[src/rtl/cnn_defs.sv]
// Shared definitions for the CNN accelerator blocks: streaming-conv FSM
// states and the geometry/width helpers used to size the datapath.
package cnn_defs;

  typedef enum logic [1:0] {
    IDLE   = 2'd0,
    LOAD_W = 2'd1,
    RUN    = 2'd2,
    DONE   = 2'd3
  } cnn_stream_state_t;

  // Number of valid window positions along one axis.
  function automatic int conv_out_dim(input int img, input int k, input int s);
    return (img - k) / s + 1;
  endfunction

  // Accumulator width that cannot overflow for k*k signed x zero-extended products.
  function automatic int acc_width(input int dw, input int k);
    return 2 * dw + 1 + $clog2(k * k);
  endfunction

endpackage

[src/rtl/cnn_stream_conv_line_buffer.sv]
// cnn_line_buffer: K-1 row delay lines of IMG_W pixels feeding a KxK window
// shift register. Everything advances only when i_en is high. o_win_next is
// the window as it will look after the current pixel is shifted in, so the
// consumer can compute on it in the same cycle. Row 0 of the window is the
// oldest (top) row, column 0 the leftmost pixel; element (i,j) sits at
// o_win_next[(i*K+j)*DATA_WIDTH +: DATA_WIDTH]. Data storage is not reset.
module cnn_line_buffer #(
  parameter int DATA_WIDTH  = 8,
  parameter int IMG_W       = 28,
  parameter int KERNEL_SIZE = 3
) (
  input  logic                                          clk,
  input  logic                                          i_en,
  input  logic [DATA_WIDTH-1:0]                         i_pix,
  output logic [KERNEL_SIZE*KERNEL_SIZE*DATA_WIDTH-1:0] o_win_next
);

  localparam int K  = KERNEL_SIZE;
  localparam int DW = DATA_WIDTH;

  logic [DW-1:0] r_rows     [K-1][IMG_W];
  logic [DW-1:0] r_win      [K][K];
  logic [DW-1:0] w_tap      [K];
  logic [DW-1:0] w_win_next [K][K];

  // Vertical taps: tap j is the pixel j rows above the incoming one.
  always_comb begin
    w_tap[0] = i_pix;
    for (int j = 1; j < K; j++) begin
      w_tap[j] = r_rows[j-1][IMG_W-1];
    end
  end

  // Next window: shift every row left by one, new column enters on the right.
  always_comb begin
    for (int i = 0; i < K; i++) begin
      for (int c = 0; c < K - 1; c++) begin
        w_win_next[i][c] = r_win[i][c+1];
      end
      w_win_next[i][K-1] = w_tap[K-1-i];
    end
  end

  // Flatten the next window for the port.
  always_comb begin
    o_win_next = '0;
    for (int i = 0; i < K; i++) begin
      for (int c = 0; c < K; c++) begin
        o_win_next[(i*K+c)*DW +: DW] = w_win_next[i][c];
      end
    end
  end

  // Advance row delay lines and window on each accepted pixel.
  always_ff @(posedge clk) begin
    if (i_en) begin
      for (int j = 0; j < K - 1; j++) begin
        r_rows[j][0] <= w_tap[j];
        for (int p = 1; p < IMG_W; p++) begin
          r_rows[j][p] <= r_rows[j][p-1];
        end
      end
      for (int i = 0; i < K; i++) begin
        for (int c = 0; c < K; c++) begin
          r_win[i][c] <= w_win_next[i][c];
        end
      end
    end
  end

endmodule

[src/rtl/cnn_stream_conv.sv]
// cnn_stream_conv: streaming KxK convolution over a raster pixel stream with
// runtime-loaded signed weights, stride, ReLU, arithmetic shift and unsigned
// saturation, producing a valid/ready result stream.
// Optional build macro CNN_STREAM_POOL2X2_EN adds 2x2/stride-2 max pooling
// of the conv results; without it no pooling logic exists.
module cnn_stream_conv
  import cnn_defs::*;
#(
  parameter int DATA_WIDTH  = 8,
  parameter int IMG_W       = 28,
  parameter int IMG_H       = 28,
  parameter int KERNEL_SIZE = 3,
  parameter int STRIDE      = 1,
  parameter int OUT_SHIFT   = 0
) (
  input  logic                  clk,
  input  logic                  reset,
  input  logic                  start,
  input  logic                  w_valid,
  input  logic [DATA_WIDTH-1:0] w_data,
  input  logic                  in_valid,
  output logic                  in_ready,
  input  logic [DATA_WIDTH-1:0] in_data,
  output logic                  out_valid,
  input  logic                  out_ready,
  output logic [DATA_WIDTH-1:0] out_data,
  output logic                  out_last,
  output logic                  busy,
  output logic                  done
);

  localparam int K      = KERNEL_SIZE;
  localparam int KK     = K * K;
  localparam int DW     = DATA_WIDTH;
  localparam int ACC_W  = acc_width(DATA_WIDTH, KERNEL_SIZE);
  localparam int CONV_W = conv_out_dim(IMG_W, KERNEL_SIZE, STRIDE);
  localparam int CONV_H = conv_out_dim(IMG_H, KERNEL_SIZE, STRIDE);
`ifdef CNN_STREAM_POOL2X2_EN
  localparam int POOL_W    = CONV_W / 2;
  localparam int POOL_H    = CONV_H / 2;
  localparam int OUT_TOTAL = POOL_W * POOL_H;
`else
  localparam int OUT_TOTAL = CONV_W * CONV_H;
`endif

  localparam int CW  = $clog2(IMG_W);
  localparam int RW  = $clog2(IMG_H);
  localparam int SW  = (STRIDE > 1) ? $clog2(STRIDE) : 1;
  localparam int WCW = $clog2(KK);
  localparam int RCW = $clog2(OUT_TOTAL + 1);

  localparam logic [CW-1:0]  COL_LAST = CW'(IMG_W - 1);
  localparam logic [CW-1:0]  COL_K1   = CW'(K - 1);
  localparam logic [RW-1:0]  ROW_LAST = RW'(IMG_H - 1);
  localparam logic [RW-1:0]  ROW_K1   = RW'(K - 1);
  localparam logic [SW-1:0]  STR_LAST = SW'(STRIDE - 1);
  localparam logic [WCW-1:0] WC_LAST  = WCW'(KK - 1);
  localparam logic [RCW-1:0] RC_LAST  = RCW'(OUT_TOTAL - 1);
  localparam logic signed [ACC_W-1:0] SAT_MAX = {{(ACC_W-DW){1'b0}}, {DW{1'b1}}};

  cnn_stream_state_t r_state;
  logic [WCW-1:0]    r_wcnt;
  logic signed [DW-1:0] r_w [KK];
  logic [CW-1:0]     r_col;
  logic [RW-1:0]     r_row;
  logic [SW-1:0]     r_cph;
  logic [SW-1:0]     r_rph;
  logic [RCW-1:0]    r_res_cnt;
  logic              r_pix_done;
  logic              r_res_done;
  logic              r_out_valid;
  logic              r_out_last;
  logic [DW-1:0]     r_out_data;
  logic              r_done;

  logic                    w_accept;
  logic                    w_at_pos;
  logic                    w_conv_ev;
  logic                    w_out_hs;
  logic                    w_emit;
  logic [DW-1:0]           w_emit_data;
  logic [DW-1:0]           w_conv;
  logic [KK*DW-1:0]        w_win;
  logic signed [2*DW:0]    w_prod [KK];
  logic signed [ACC_W-1:0] w_acc;

  // ReLU, arithmetic shift, then clamp to the unsigned output range.
  function automatic logic [DW-1:0] post_proc(input logic signed [ACC_W-1:0] a);
    logic signed [ACC_W-1:0] y;
    logic [DW-1:0]           res;
    y = a[ACC_W-1] ? '0 : (a >>> OUT_SHIFT);
    if (y > SAT_MAX) res = '1;
    else             res = y[DW-1:0];
    return res;
  endfunction

  assign in_ready  = (r_state == RUN) && !r_pix_done && (!r_out_valid || out_ready);
  assign out_valid = r_out_valid;
  assign out_data  = r_out_data;
  assign out_last  = r_out_last;
  assign busy      = (r_state != IDLE);
  assign done      = r_done;

  assign w_accept  = in_valid && in_ready;
  assign w_out_hs  = r_out_valid && out_ready;
  // A window is complete and on the stride grid; c<K-1 never qualifies, so
  // windows straddling a row wrap are never emitted.
  assign w_at_pos  = (r_row >= ROW_K1) && (r_col >= COL_K1) && (r_cph == '0) && (r_rph == '0);
  assign w_conv_ev = w_accept && w_at_pos;

  cnn_line_buffer #(
    .DATA_WIDTH  (DATA_WIDTH),
    .IMG_W       (IMG_W),
    .KERNEL_SIZE (KERNEL_SIZE)
  ) u_line_buffer (
    .clk        (clk),
    .i_en       (w_accept),
    .i_pix      (in_data),
    .o_win_next (w_win)
  );

  // Signed weight times zero-extended pixel, both widened to product width.
  always_comb begin
    logic signed [2*DW:0] w_a;
    logic signed [2*DW:0] w_b;
    for (int i = 0; i < KK; i++) begin
      w_a       = {{(DW+1){r_w[i][DW-1]}}, r_w[i]};
      w_b       = {{DW{1'b0}}, w_win[i*DW +: DW]};
      w_prod[i] = w_a * w_b;
    end
  end

  // Sum of products over the window that the current pixel completes.
  always_comb begin
    w_acc = '0;
    for (int i = 0; i < KK; i++) begin
      w_acc = w_acc + {{(ACC_W-2*DW-1){w_prod[i][2*DW]}}, w_prod[i]};
    end
  end

  assign w_conv = post_proc(w_acc);

`ifdef CNN_STREAM_POOL2X2_EN
  localparam int CCW = (CONV_W > 1) ? $clog2(CONV_W) : 1;
  localparam int CRW = (CONV_H > 1) ? $clog2(CONV_H) : 1;
  localparam int PIW = (POOL_W > 1) ? $clog2(POOL_W) : 1;
  localparam logic [CCW-1:0] CC_LAST = CCW'(CONV_W - 1);
  localparam logic [CCW:0]   CC_LIM  = (CCW+1)'(2 * POOL_W);
  localparam logic [CRW:0]   CR_LIM  = (CRW+1)'(2 * POOL_H);

  logic [CCW-1:0] r_cc;
  logic [CRW-1:0] r_cr;
  logic [DW-1:0]  r_pbuf [POOL_W];
  logic           w_in_pool;
  logic [PIW-1:0] w_pidx;
  logic [DW-1:0]  w_pmax;

  function automatic logic [DW-1:0] max_u(input logic [DW-1:0] a, input logic [DW-1:0] b);
    return (a > b) ? a : b;
  endfunction

  // Trailing odd conv row/column fall outside the pool grid and are dropped.
  assign w_in_pool   = ({1'b0, r_cc} < CC_LIM) && ({1'b0, r_cr} < CR_LIM);
  assign w_pidx      = PIW'(r_cc >> 1);
  assign w_pmax      = max_u(r_pbuf[w_pidx], w_conv);
  assign w_emit      = w_conv_ev && w_in_pool && r_cr[0] && r_cc[0];
  assign w_emit_data = w_pmax;

  // Conv-result coordinates, restarted for every frame.
  always_ff @(posedge clk or negedge reset) begin
    if (!reset) begin
      r_cc <= '0;
      r_cr <= '0;
    end else if ((r_state == IDLE) && start) begin
      r_cc <= '0;
      r_cr <= '0;
    end else if (w_conv_ev) begin
      if (r_cc == CC_LAST) begin
        r_cc <= '0;
        r_cr <= r_cr + CRW'(1);
      end else begin
        r_cc <= r_cc + CCW'(1);
      end
    end
  end

  // Running max per pool column; seeded at the top-left of each pool window.
  always_ff @(posedge clk) begin
    if (w_conv_ev && w_in_pool) begin
      if (!r_cr[0] && !r_cc[0])    r_pbuf[w_pidx] <= w_conv;
      else if (!(r_cr[0] && r_cc[0])) r_pbuf[w_pidx] <= w_pmax;
    end
  end
`else
  assign w_emit      = w_conv_ev;
  assign w_emit_data = w_conv;
`endif

  // Weight store; contents are only meaningful after a complete load.
  always_ff @(posedge clk) begin
    if ((r_state == LOAD_W) && w_valid) r_w[r_wcnt] <= w_data;
  end

  // Control FSM with raster counters and the registered output stage.
  always_ff @(posedge clk or negedge reset) begin
    if (!reset) begin
      r_state     <= IDLE;
      r_wcnt      <= '0;
      r_col       <= '0;
      r_row       <= '0;
      r_cph       <= '0;
      r_rph       <= '0;
      r_res_cnt   <= '0;
      r_pix_done  <= 1'b0;
      r_res_done  <= 1'b0;
      r_out_valid <= 1'b0;
      r_out_last  <= 1'b0;
      r_out_data  <= '0;
      r_done      <= 1'b0;
    end else begin
      r_done <= 1'b0;
      case (r_state)
        IDLE: begin
          if (start) begin
            r_state    <= LOAD_W;
            r_wcnt     <= '0;
            r_col      <= '0;
            r_row      <= '0;
            r_cph      <= '0;
            r_rph      <= '0;
            r_res_cnt  <= '0;
            r_pix_done <= 1'b0;
            r_res_done <= 1'b0;
            r_out_last <= 1'b0;
          end
        end
        LOAD_W: begin
          if (w_valid) begin
            if (r_wcnt == WC_LAST) begin
              r_wcnt  <= '0;
              r_state <= RUN;
            end else begin
              r_wcnt <= r_wcnt + WCW'(1);
            end
          end
        end
        RUN: begin
          if (w_accept) begin
            if (r_col == COL_LAST) begin
              r_col <= '0;
              r_cph <= '0;
              if (r_row == ROW_LAST) begin
                r_row      <= '0;
                r_rph      <= '0;
                r_pix_done <= 1'b1;
              end else begin
                r_row <= r_row + RW'(1);
                if (r_row >= ROW_K1) r_rph <= (r_rph == STR_LAST) ? '0 : r_rph + SW'(1);
              end
            end else begin
              r_col <= r_col + CW'(1);
              if (r_col >= COL_K1) r_cph <= (r_cph == STR_LAST) ? '0 : r_cph + SW'(1);
            end
          end
          if (w_emit) begin
            r_out_valid <= 1'b1;
            r_out_data  <= w_emit_data;
            r_out_last  <= (r_res_cnt == RC_LAST);
            r_res_cnt   <= r_res_cnt + RCW'(1);
          end else if (w_out_hs) begin
            r_out_valid <= 1'b0;
            r_out_last  <= 1'b0;
          end
          if (w_out_hs && r_out_last) r_res_done <= 1'b1;
          if (r_pix_done && (r_res_done || (w_out_hs && r_out_last))) begin
            r_state <= DONE;
            r_done  <= 1'b1;
          end
        end
        DONE: begin
          r_state <= IDLE;
        end
        default: r_state <= IDLE;
      endcase
    end
  end

endmodule

[config.mk]
export PLATFORM = sky130hd
export DESIGN_NAME = cnn_stream_conv
export DESIGN_NICKNAME = d
export VERILOG_FILES = /design/src/rtl/cnn_defs.sv /design/src/rtl/cnn_stream_conv_line_buffer.sv /design/src/rtl/cnn_stream_conv.sv
export SDC_FILE = /design/constraint.sdc
export NUM_CORES = 2
export LEC_CHECK = 0
export ABC_CLOCK_PERIOD_IN_PS = 15300
export CORE_MARGIN = 8
export CORE_UTILIZATION = 49
export DETAILED_ROUTE_END_ITERATION = 10
export DONT_BUFFER_PORTS = 1
export REMOVE_ABC_BUFFERS = 1
export SYNTH_ARGS = -nofsm -noshare
export SYNTH_HDL_FRONTEND = slang
export SYNTH_SLANG_ARGS = --single-unit
[constraint.sdc]
create_clock -name clk -period 15.3 [get_ports clk]
set_input_delay 2.295 -clock clk [delete_from_list [all_inputs] [get_ports clk]]
set_output_delay 2.295 -clock clk [all_outputs]
set_load 0.02 [all_outputs]
==> metrics.md <==
| Metric | Value |
|---|---|
| Run status | completed |
| Total global routing overflow | 0 |
| Maximum level of the CTS H-tree | 2 |
| Max Transition Viols Final | 0 |
| Endpoints failing setup | 0 |
| Number of nets in the final layout | 4254 |
| Critical Path Sink Type | flip-flop |
| Layout fillers | 7109 |
| Setup ws final | 3.19 ns |
| Hold-fix buffers, CTS | 0 |
| Row Count | 106 |
| Netlist Area Pre-Place | 41200 um^2 |
| Fraction of final layout cells with drive strength greater than 1 | 3.28% |
| Standard cell core area | 83400 um^2 |
| Global-route wire length before repair | 145000 um |
| X dimension of the die | 306 um |
| Final worst path period need | 12.11 ns |
| Synth async-reset ratio | 6.78% |
| Sum of routed wire length over all layers | 91900 um |
| Setup repair after global routing missed its margin | no |
| Clock tree from TritonCTS | done |
| Number of detailed-routing iterations run before antenna repair | 5 |
| Number of sinks on the clock net | 575 |
| Register bit count reported by yosys | 575 |
| Clock insertion delay at the later pin of the skew report | 0.65 ns |
| Total Die Area | 93600 um^2 |
| Routed Antenna Nets | 0 |
| Max-Slew Margin vs Limit | 22.3% |
| Avg Vias per Cell | 5.19 |
| Most common cell in the synthesized netlist | inv_1 |
| Sequential cell area | 17100 um^2 |
| Initial standard-cell utilization of the core | 49.4% |
| Vias in the first global route | 24500 |
| Area Overhead vs Synth | 8.02% |
| Cell with the most instances on the worst path | fa_1 |
| Sequential element share of the synthesized area | 41.4% |
| Final routed wire length divided by cell count | 20.7 um |
| Worst setup SP type | input port |
| Number of enable-type register cells in the synthesized netlist | 536 |
| CTS clock-pin slew for the worst setup and hold paths | 0.06 ns |
| Hold Path Class | reg -> reg |
| CTS-repair resized insts | 0 |
| Maximum number of pins on one net before global-route repair | 196 |
| Count of vias placed by the detailed router | 23100 |
| Main flop type after synthesis | edfxtp_1 |
| Clock tree root buffer cell | clkbuf_16 |
| Post-CTS repair timing setup buffer count | 0 |
| Height of the chip | 306 um |
| Required time of the worst setup path | 15.79 ns |
| Arrival time reported for the critical path endpoint | 12.60 ns |
| Setup CP Type | in -> reg |
| Post-DP HPWL | 72100 um |
| Leading cell types by count after synthesis | inv_1, edfxtp_1, fa_1, ha_1, and2_1 |
| Sum Neg Setup Slack | 0 ns |
| Boundary Pins | 35 |
| Highest fanout seen on the critical path | 9 |
| CP max-delay cell | fa_1 |
| Distinct cell type count of the synthesized netlist | 60 |
| DRC violations left | 0 |
| Number of warnings issued by yosys | 0 |
| Final Cycle Share | 79.1% |
| Worst clock skew | 0.0328 ns |
| Max Fclk | 82.6 MHz |
| Synthesized instance count | 3253 |
| Final hold violation count | 0 |
| Number of buffers created by CTS | 60 |
| Cell taking the most area after synthesis | edfxtp_1 |
| Placer congestion estimate | 0.914 |
| Dominant cells by area after synthesis | edfxtp_1, fa_1, ha_1 |
| Slew at the pin closest to its max-slew limit | 1.16 ns |
| Number of antenna violations at the first check in global routing | 8 |
| Footprint of the multi-input gates | 21500 um^2 |
| Maxcap violations | 0 |
| Max clock buf depth | 3 |
| Port buffer count | 0 |
| Placement-stage worst setup slack | 2.53 ns |
| CP max stage delay | 0.55 ns |
| Total global routing track utilization | 20.1% |
| DRT iter0 DRCs | 1473 |
| Mean Syn Cell Area | 12.7 um^2 |
| Share of Yosys cell area claimed by the top area cell type | 39.1% |
==> critical path: cells and delay by family <==
family	cells	cell delay (ns)
xor gates and xnor gates	1	0.09
and+or+nand+nor	4	1.45
AOI/OAI and AO/OA	7	1.41
adders and majority gates	16	6.84
buffers and inverters	10	0.52
==> sequential cells by signal (all words and copies together) (netlist names), 2 cells and up <==
| signal | cells |
|---|---|
| r_w | 72 |
| r_res_cnt | 10 |
| r_row | 5 |
| u_line_buffer.r_win | 40 |
| r_state | 2 |
| r_col | 5 |
| u_line_buffer.r_rows | 424 |
| out_data | 8 |
| r_wcnt | 4 |
==> stage by stage <==
| step | util [%] | hold WS, ns | cells | area (um^2) |
|---|---|---|---|---|
| floorplan | - | 0.400 | 3243 | 41200 |
| global placement | 51.0 | 0.400 | 4327 | 42600 |
| detailed placement | 51.0 | 0.405 | 4327 | 42600 |
| CTS | 53.3 | 0.404 | 4437 | 44500 |
| global route | 53.3 | 0.411 | 4437 | 44500 |
| finish | 53.4 | 0.397 | 4443 | 44500 |
==> cells by family (layout without fill, tap and decap cells) <==
family,after synthesis,count (layout),share of synthesized area [%]
simple gates,786,786,10.1
compound gates,186,186,2.88
xor+xnor,66,66,1.40
flops,575,575,41.4
other cells,0,6,0
fa+ha+maj,923,923,37.5
buf+inv,709,813,6.48
mux,8,8,0.200
==> placed cells by master, fill, tap and decap left out, drive strengths merged, types with 5 or more instances in the layout <==
cell type | Yosys | routed
a211oi | 13 | 13
a21o | 15 | 15
a21oi | 56 | 56
a31oi | 6 | 6
and2 | 347 | 347
and3 | 6 | 6
bufinv | 0 | 5
clkbuf | 7 | 65
clkinv | 0 | 29
clkinvlp | 0 | 6
dfrtp | 39 | 39
diode | 0 | 6
edfxtp | 536 | 536
fa | 519 | 519
ha | 404 | 404
inv | 699 | 704
mux2i | 6 | 6
nand2 | 219 | 219
nand2b | 37 | 37
nand3 | 20 | 20
nor2 | 81 | 81
nor2b | 17 | 17
nor3 | 23 | 23
nor3b | 6 | 6
o211ai | 5 | 5
o21a | 5 | 5
o21ai | 44 | 44
o21bai | 10 | 10
o31ai | 5 | 5
or3 | 8 | 8
or4 | 6 | 6
xnor2 | 49 | 49
xor2 | 17 | 17
==> worst paths after layout <==
kind / to / from / slack [ns] / cells after the start
setup / recovery: out_data[2] / in_data[4] / 3.19 / 38
hold / removal: u_line_buffer.r_rows[1][62] / u_line_buffer.r_rows[1][70] / 0.40 / 0
setup reg to reg: out_data[2] / u_line_buffer.r_win[2][3] / 4.07 / 38
hold reg to reg: u_line_buffer.r_rows[1][62] / u_line_buffer.r_rows[1][70] / 0.40 / 0
max in group asynchronous: r_res_cnt[5] / reset / 13.86 / 0
min in group asynchronous: r_wcnt[3] / reset / 1.34 / 0
==> final cells by class <==
cell class                      count  share of cell area [%]
Multi-Input combinational cell   1969                    48.2
Sequential cell                   575                    38.4
Inverter                          699                    5.91
Clock buffer                       65                    3.42
Tap cell                         1080                    3.04
Clock inverter                     45                   0.922
Timing Repair Buffer                4                  0.0956
Antenna cell                        6                  0.0337
==> per-layer routing <==
metal / vias up / routed length [um] / GRT usage, %
li1: 10600 / - / -
met1: 11900 / 40600 / 28.2
met2: 478 / 43600 / 32.4
met3: 132 / 4860 / 2.93
met4: 2 / 2820 / 6.17
met5: - / 12 / 0
Power is not shown: default switching activity piles up to over one toggle a cycle in this logic, so the estimate is an artifact.
